**config.mk**
```make
export PLATFORM = sky130hd
export DESIGN_NAME = mem_programmer_ctrl_flat
export DESIGN_NICKNAME = d
export VERILOG_FILES = /design/src/rtl/mem_programmer_ctrl_if.sv /design/src/rtl/mem_programmer_ctrl.sv /design/src/flat_wrapper.sv
export SDC_FILE = /design/constraint.sdc
export NUM_CORES = 1
export LEC_CHECK = 0
export BUFFER_PORTS_ARGS = -buffer_cell sky130_fd_sc_hd__buf_2
export CAP_MARGIN = 20
export CORE_MARGIN = 4
export CORE_UTILIZATION = 47
export DETAILED_ROUTE_END_ITERATION = 6
export GPL_ROUTABILITY_DRIVEN = 1
export PLACE_DENSITY = 0.71
export SLEW_MARGIN = 20
export SYNTH_ARGS = -nofsm -noshare
export SYNTH_HDL_FRONTEND = slang
export SYNTH_SLANG_ARGS = --single-unit
```
**constraint.sdc**
```tcl
create_clock -name clock -period 2.55 [get_ports clock]
set_clock_uncertainty 0.2 [all_clocks]
set_input_delay 0.255 -clock clock [delete_from_list [all_inputs] [get_ports clock]]
set_output_delay 0.255 -clock clock [all_outputs]
set_load 0.05 [all_outputs]
```
**src/rtl/mem_programmer_ctrl_if.sv**
```systemverilog
// Memory port between the programmer controller and the muxed program RAM.
// The controller is the master: it drives address, write data and strobe,
// and the synchronous RAM returns read data one cycle after the address.
interface mem_programmer_ctrl_if #(
  parameter int ADRS_W = 8,
  parameter int DATA_W = 8
);
  logic [ADRS_W-1:0] pr_adrs;
  logic [DATA_W-1:0] pr_code;
  logic              pr_wr_en;
  logic [DATA_W-1:0] mm_q;

  modport master (
    output pr_adrs,
    output pr_code,
    output pr_wr_en,
    input  mm_q
  );

  modport slave (
    input  pr_adrs,
    input  pr_code,
    input  pr_wr_en,
    output mm_q
  );
endinterface

```
**src/rtl/mem_programmer_ctrl.sv**
```systemverilog
// Memory programmer controller: debounces a raw push button into one step
// event per press and turns each event into a write or read of program
// memory at an auto-incrementing address, with address preload, a running
// checksum of transferred bytes and a sticky address-wrap flag.
module mem_programmer_ctrl #(
  parameter int ADRS_W       = 8,
  parameter int DATA_W       = 8,
  parameter int DEBOUNCE_CYC = 16
) (
  input  logic                  clock,
  input  logic                  reset_N,
  input  logic                  step_n,
  input  logic                  mode_wr,
  input  logic                  load_adrs,
  input  logic [DATA_W-1:0]     code_in,
  mem_programmer_ctrl_if.master mem,
  output logic [DATA_W-1:0]     data,
  output logic [DATA_W-1:0]     checksum,
  output logic                  wrapped,
  output logic                  busy
);

  localparam int CNT_W = $clog2(DEBOUNCE_CYC + 1);

  typedef enum logic [2:0] {
    IDLE,
    WR,
    RD1,
    RD2,
    INC
  } state_t;

  state_t            state;
  state_t            state_next;
  logic              sync1;
  logic              sync2;
  logic              deb_level;
  logic [CNT_W-1:0]  deb_cnt;
  logic              ev;
  logic [DATA_W-1:0] code_reg;
  logic              wr_en;

  // Synchronise the button, debounce it and emit one event per press
  always_ff @(posedge clock) begin
    if (!reset_N) begin
      sync1     <= 1'b1;
      sync2     <= 1'b1;
      deb_level <= 1'b1;
      deb_cnt   <= '0;
      ev        <= 1'b0;
    end else begin
      sync1 <= step_n;
      sync2 <= sync1;
      ev    <= 1'b0;
      if (sync2 == deb_level) begin
        deb_cnt <= '0;
      end else if (deb_cnt == CNT_W'(DEBOUNCE_CYC - 1)) begin
        deb_level <= sync2;
        deb_cnt   <= '0;
        ev        <= ~sync2;
      end else begin
        deb_cnt <= deb_cnt + CNT_W'(1);
      end
    end
  end

  // State register for the transfer sequencer
  always_ff @(posedge clock) begin
    if (!reset_N) begin
      state <= IDLE;
    end else begin
      state <= state_next;
    end
  end

  // Next-state decode plus the strobe and busy outputs; the strobe is gated
  // by reset so an operation aborted in WR never reaches memory
  always_comb begin
    state_next = state;
    wr_en      = 1'b0;
    busy       = 1'b1;
    unique case (state)
      IDLE: begin
        busy = 1'b0;
        if (ev) begin
          state_next = mode_wr ? WR : RD1;
        end
      end
      WR: begin
        wr_en      = reset_N;
        state_next = INC;
      end
      RD1:     state_next = RD2;
      RD2:     state_next = INC;
      INC:     state_next = IDLE;
      default: state_next = IDLE;
    endcase
  end

  assign mem.pr_wr_en = wr_en;

  // Datapath: capture code, load address, accumulate checksum, advance address
  always_ff @(posedge clock) begin
    if (!reset_N) begin
      mem.pr_adrs <= '0;
      mem.pr_code <= '0;
      code_reg    <= '0;
      data        <= '0;
      checksum    <= '0;
      wrapped     <= 1'b0;
    end else begin
      unique case (state)
        IDLE: begin
          if (ev) begin
            code_reg    <= code_in;
            mem.pr_code <= code_in;
          end else if (load_adrs) begin
            mem.pr_adrs <= ADRS_W'(code_in);
            checksum    <= '0;
            wrapped     <= 1'b0;
          end
        end
        WR: begin
          data     <= code_reg;
          checksum <= checksum + code_reg;
        end
        RD2: begin
          data     <= mem.mm_q;
          checksum <= checksum + mem.mm_q;
        end
        INC: begin
          mem.pr_adrs <= mem.pr_adrs + ADRS_W'(1);
          if (&mem.pr_adrs) begin
            wrapped <= 1'b1;
          end
        end
        default: begin
        end
      endcase
    end
  end

endmodule

```
**src/flat_wrapper.sv**
```systemverilog
// flat-port wrapper written by rule: the top's interface ports become plain ports
module mem_programmer_ctrl_flat 
#(
  parameter int ADRS_W       = 8,
  parameter int DATA_W       = 8,
  parameter int DEBOUNCE_CYC = 16
)
  (clock, reset_N, step_n, mode_wr, load_adrs, code_in, data, checksum, wrapped, busy, mem_pr_adrs, mem_pr_code, mem_pr_wr_en, mem_mm_q);
  mem_programmer_ctrl_if #(.ADRS_W(ADRS_W), .DATA_W(DATA_W)) mem_i ();
  input  logic clock;
  input  logic reset_N;
  input  logic step_n;
  input  logic mode_wr;
  input  logic load_adrs;
  input  logic [DATA_W-1:0] code_in;
  output logic [DATA_W-1:0] data;
  output logic [DATA_W-1:0] checksum;
  output logic wrapped;
  output logic busy;
  output wire logic [$bits(mem_i.pr_adrs)-1:0] mem_pr_adrs;
  output wire logic [$bits(mem_i.pr_code)-1:0] mem_pr_code;
  output wire logic [$bits(mem_i.pr_wr_en)-1:0] mem_pr_wr_en;
  input wire logic [$bits(mem_i.mm_q)-1:0] mem_mm_q;
  assign mem_pr_adrs = mem_i.pr_adrs;
  assign mem_pr_code = mem_i.pr_code;
  assign mem_pr_wr_en = mem_i.pr_wr_en;
  assign mem_i.mm_q = mem_mm_q;
  mem_programmer_ctrl #(.ADRS_W(ADRS_W), .DATA_W(DATA_W), .DEBOUNCE_CYC(DEBOUNCE_CYC)) u_core (.clock(clock), .reset_N(reset_N), .step_n(step_n), .mode_wr(mode_wr), .load_adrs(load_adrs), .code_in(code_in), .mem(mem_i), .data(data), .checksum(checksum), .wrapped(wrapped), .busy(busy));
endmodule
```
**Word-level counts from Yosys, hierarchy flattened**

Cells that the tools add are included.

- Add/sub/neg operators: 4
- Equality and inequality tests: 10
- Reductions and logical operators: 13
- Mux-type cells: 16
- Bitwise logic cells: 4

Operator list:

| kind | number |
|---|---|
| two-way mux 8 bit | 4 |
| case mux 8 bit (2 select lines) | 2 |
| case mux 8 bit (3 select lines) | 1 |
| adder 8 bit | 2 |
| case mux 3 bit (3 select lines) | 1 |
| adder 8 x 1 -> 8 bit (second input constant) | 1 |
| AND reduction 8 bit | 1 |
| == test 3 x 2 -> 1 bit (second input constant) | 2 |
| AND reduction 3 bit | 2 |
| OR reduction 3 bit | 2 |
| adder 5 x 1 -> 5 bit (second input constant) | 1 |
| == test 5 x 4 -> 1 bit (second input constant) | 1 |
| two-way mux 1 bit | 5 |
| inequality test 2 x 1 -> 1 bit (second input constant) | 2 |
| inequality test 2 bit (second input constant) | 2 |
| inverter 1 bit | 4 |
| AND reduction 2 bit | 2 |
| AND reduction 4 bit | 1 |
| nonzero test 2 bit | 2 |
| == test 3 x 1 -> 1 bit (second input constant) | 1 |
| == test 3 bit (second input constant) | 1 |
| logical NOT 3 bit | 1 |
| two-way mux 3 bit | 1 |
| nonzero test 3 bit | 1 |
| 4 further kinds | 4 |

- Flip-flop bits (word level): 45
- Word-level logic and storage cells: 58
- Output and inout bits: 35

**Longest topological paths before layout**

- Depth after elaboration: 3
- Mapped depth: 11
- Mapped depth without buffers: 10

**Worst setup path before layout**

Ideal clock, no wire load.

- Path kind: reg2reg
- Start: reg u_core.state[1]
- End: reg u_core.checksum[4]
- Cell stages (with the launch flop): 12
- Buffers on the path: 1
- Data arrival time: 2204 ps
- Path slack: 18 ps
- Cell sequence: dfxtp_1 -> buf_4 -> nand3b_4 -> mux2_2 -> ha_1 -> inv_1 -> fa_1 -> nor2b_1 -> o21a_1 -> or3_2 -> a32oi_1 -> nor2_1

- Word-level cells in the longest chain between the ends: 3

RTL lines:

| element | RTL line | RTL |
|---|---|---|
| start, declared | mem_programmer_ctrl.sv:33 | `state_t state;` |
| start signal, assigned | mem_programmer_ctrl.sv:72 | `state <= state_next;` |
| == test 3 x 1 -> 1 bit, or another cell as far along | mem_programmer_ctrl.sv:112 | `unique case (state)` |
| nonzero test 3 bit (no line) / inequality test 2 bit (equally long branches) | n/a |  |
| AND reduction 3 bit (no line) | n/a |  |
| end signal, assigned | mem_programmer_ctrl.sv:125 | `checksum <= checksum + code_reg;` |
| end signal, assigned | mem_programmer_ctrl.sv:129 | `checksum <= checksum + mem.mm_q;` |
| end, declared | mem_programmer_ctrl.sv:18 | `output logic [DATA_W-1:0] checksum,` |

Several ways; a longest one is shown, not always the timed one.
A chain may end at the register's enable or synchronous reset.

**Worst setup path in the final report**

- Start: reg u_core.state[2]
- End: reg u_core.checksum[4]

Same word-level chain as after synthesis.

==> results.sh <==
export IMPL_status="finished clean"
export IMPL_gp_congestion=0.882
export IMPL_ys_ff_latch=45
export IMPL_dieArea_sq_um=5810
export IMPL_ys_types=44
export IMPL_pwr_density_cell_nw_per_um2=484
export IMPL_grt_pass1_vias=1971
export IMPL_regArea_sq_um=902
export IMPL_vias=2067
export IMPL_rr_startpoint="u_core.state[2]"
export IMPL_drt_pass1_iterations=4
export IMPL_cts_root_buf="clkbuf_8"
export IMPL_tns_ns=0
export IMPL_reg2reg_setup_slack_ns=0.08
export IMPL_slew_viol_final=0
export IMPL_area_growth_pct=23.7
export IMPL_period_share_pct=96.9
export IMPL_placed_cells=362
export IMPL_ir_drop_v=0.000351
export IMPL_syn_inst=255
export IMPL_leakagePower_nw=1.27
export IMPL_final_common_cell="buf_2"
export IMPL_clock_sinks=45
export IMPL_setup_viol=0
export IMPL_netlist_area_sq_um=2190
export IMPL_syn_num_nets=287
export IMPL_viasPerCell=5.54
export IMPL_dpl_hpwl_mm=4.08
export IMPL_fmax_mhz=405
export IMPL_worstSetupStartpointType="register"
export IMPL_clk_latency_ns=0.29
export IMPL_async_reset_ff_share_pct=0
export IMPL_multiInputGateArea_sq_um=1210
export IMPL_post_route_drc_count=0
export IMPL_synth_ff_type="dfxtp_1"
export IMPL_reg2reg_depth=10
export IMPL_postRouteAntennaNets=0
export IMPL_overflow=0
export IMPL_yosys_warnings=0
export IMPL_design_core_area_sq_um=4440
export IMPL_clockBufferDepth=2
export IMPL_r2r_end="u_core.checksum[4]"
export IMPL_min_path_cells=3
export IMPL_cts_tree="yes"
export IMPL_critPathKind="register to register"
export IMPL_required_ns=2.52
export IMPL_critPathMaxFanout=3
export IMPL_boundaryPins=56
export IMPL_grt_max_degree=21
export IMPL_drt_total_wl_mm=5.42
export IMPL_start_util_pct=49.2
export IMPL_drive_above_1_share_pct=29.0
export IMPL_wl_per_cell_um=14.5
export IMPL_fin_cells=373
export IMPL_port_buffers=55
export IMPL_cp_end_kind="register"
export IMPL_clk_pin_slew_ns=0.08
export IMPL_fin_crit_ns=2.47
export IMPL_finalHoldViolations=0
export IMPL_cap_violations=0
export IMPL_synth_seq_area_share_pct=41.2
export IMPL_syn_area_per_cell_sq_um=8.58
export IMPL_antenna_found_initial=0
export IMPL_cp_data_arrival_time_ns=2.44
export IMPL_numCtsBuffers=5
export IMPL_hold_class="input port to register"
export IMPL_whs_endpoint="u_core.state[0]"
export IMPL_cts_htree_levels=2
export IMPL_grt_setup_unrepaired="true"
export IMPL_postLayoutCoreUtil_pct=60.9
export IMPL_grt_pass1_wl_mm=9.18
export IMPL_worstHoldStart="mode_wr"
export IMPL_nets=352
export IMPL_groute_usage_overall_pct=19.2
export IMPL_synth_edff_count=0
export IMPL_worstMarginPinSlew_ns=0.721
export IMPL_layout_common_cells="buf_2 (55), dfxtp_1 (44), nand2_1 (30)"
export IMPL_die_w_um=76.2
export IMPL_num_antenna_cells=0
export IMPL_first_iter_violations=102
export IMPL_row_count=24
export IMPL_fillers=402
export IMPL_die_y_um=76.2
export IMPL_relSlewSlack_pct=51.6
-- critical path, stage by stage, from the launching register on --
cell and delay [ns]:
dfxtp_2 0.33, nand3b_4 0.13, mux2_2 0.35, ha_2 0.18
inv_1 0.07, fa_2 0.20, nor2b_1 0.05, o21a_1 0.18
or3_2 0.42, a32oi_2 0.18, nor2_1 0.06
-- worst max path at each step --
stage	start	to	slack, ns
after floorplan	u_core.state[1]	u_core.checksum[4]	0.02
after global placement	u_core.state[2]	u_core.checksum[4]	0.07
after detailed placement	u_core.state[2]	u_core.checksum[4]	0.02
after CTS	u_core.state[2]	u_core.checksum[4]	0.03
after global routing	u_core.state[2]	u_core.checksum[4]	-0.02
final	u_core.state[2]	u_core.checksum[4]	0.08
-- where the power goes --
part,switching [mW],leakage [nW],total [mW],internal (mW)
combinational,0.0726,0.853,0.109,0.0367
sequential,0.0131,0.366,0.726,0.713
clock,0.230,0.0542,0.475,0.245
total,0.316,1.27,1.31,0.995
-- final cells by class --
type                       instances  area share, %
multi-input combinational        187           44.8
sequential                        45           33.3
timing repair buffer              68           14.0
clock buffer                       7           3.56
tap                               52           2.40
inverter                          13           1.80
clock inverter                     1          0.185
-- metal layers --
metal	vias to the layer above	wire [um]	GRT usage [%]	part of all wire, %
li1	1030	-	-	-
met1	956	2500	24.5	46
met2	71	2470	31.5	46
met3	10	344	4.61	6.3
met4	0	111	7.07	2.0
met5	-	0	0	0
-- cells by family (layout without fill, tap and decap cells) --
logic type / Yosys count / after routing / share of synthesized area (%)
simple gates: 80 / 80 / 17.7
compound gates: 75 / 75 / 20.4
flops: 45 / 45 / 41.2
buf+inv: 23 / 89 / 4.63
mux: 13 / 13 / 6.29
fa+ha+maj: 11 / 11 / 6.63
xor+xnor: 8 / 8 / 3.20
-- stage by stage --
stage	worst slack [ns]	total power [mW]	hold slack (ns)	cell area, sq um
after global routing	-0.0189	1.37	0.0196	2710
after floorplan	0.0180	0.810	0.156	2190
after detailed placement	0.0200	0.849	0.204	2550
after global placement	0.0663	0.848	0.189	2550
after CTS	0.0265	1.33	0.0107	2680
final	0.0797	1.31	0.0200	2710
-- synth_stat cells, types with 2 or more instances --
master    count  area, sq um
dfxtp_1      45          901
nand2_1      30          113
a21oi_1      28          140
nor2_1       19         71.3
o21ai_0      17         85.1
inv_1        13         48.8
ha_1         10          125
nand3_1      10         50.1
a211oi_1      8         60.1
mux2i_1       7         70.1
mux2_2        6         67.6
o22ai_1       5         31.3
xnor2_1       5         43.8
a21o_1        4         30.0
clkbuf_1      4         15.0
a22oi_1       3         22.5
buf_2         3         15.0
buf_4         3         22.5
nand2b_1      3         18.8
nor3_1        3         15.0
xor2_1        3         26.3
nand4_1       2         12.5
o21ai_1       2         10.0
or3_1         2         12.5
-- repair_timing --
item                                   CTS  global route
gates resized for setup                  1             6
pin swaps                                0             1
endpoints found under the hold margin    2             0
setup endpoints to repair                1             3
hold buffers                             2             0
setup buffers                            1             0
Power figures use the tool's default switching activity.
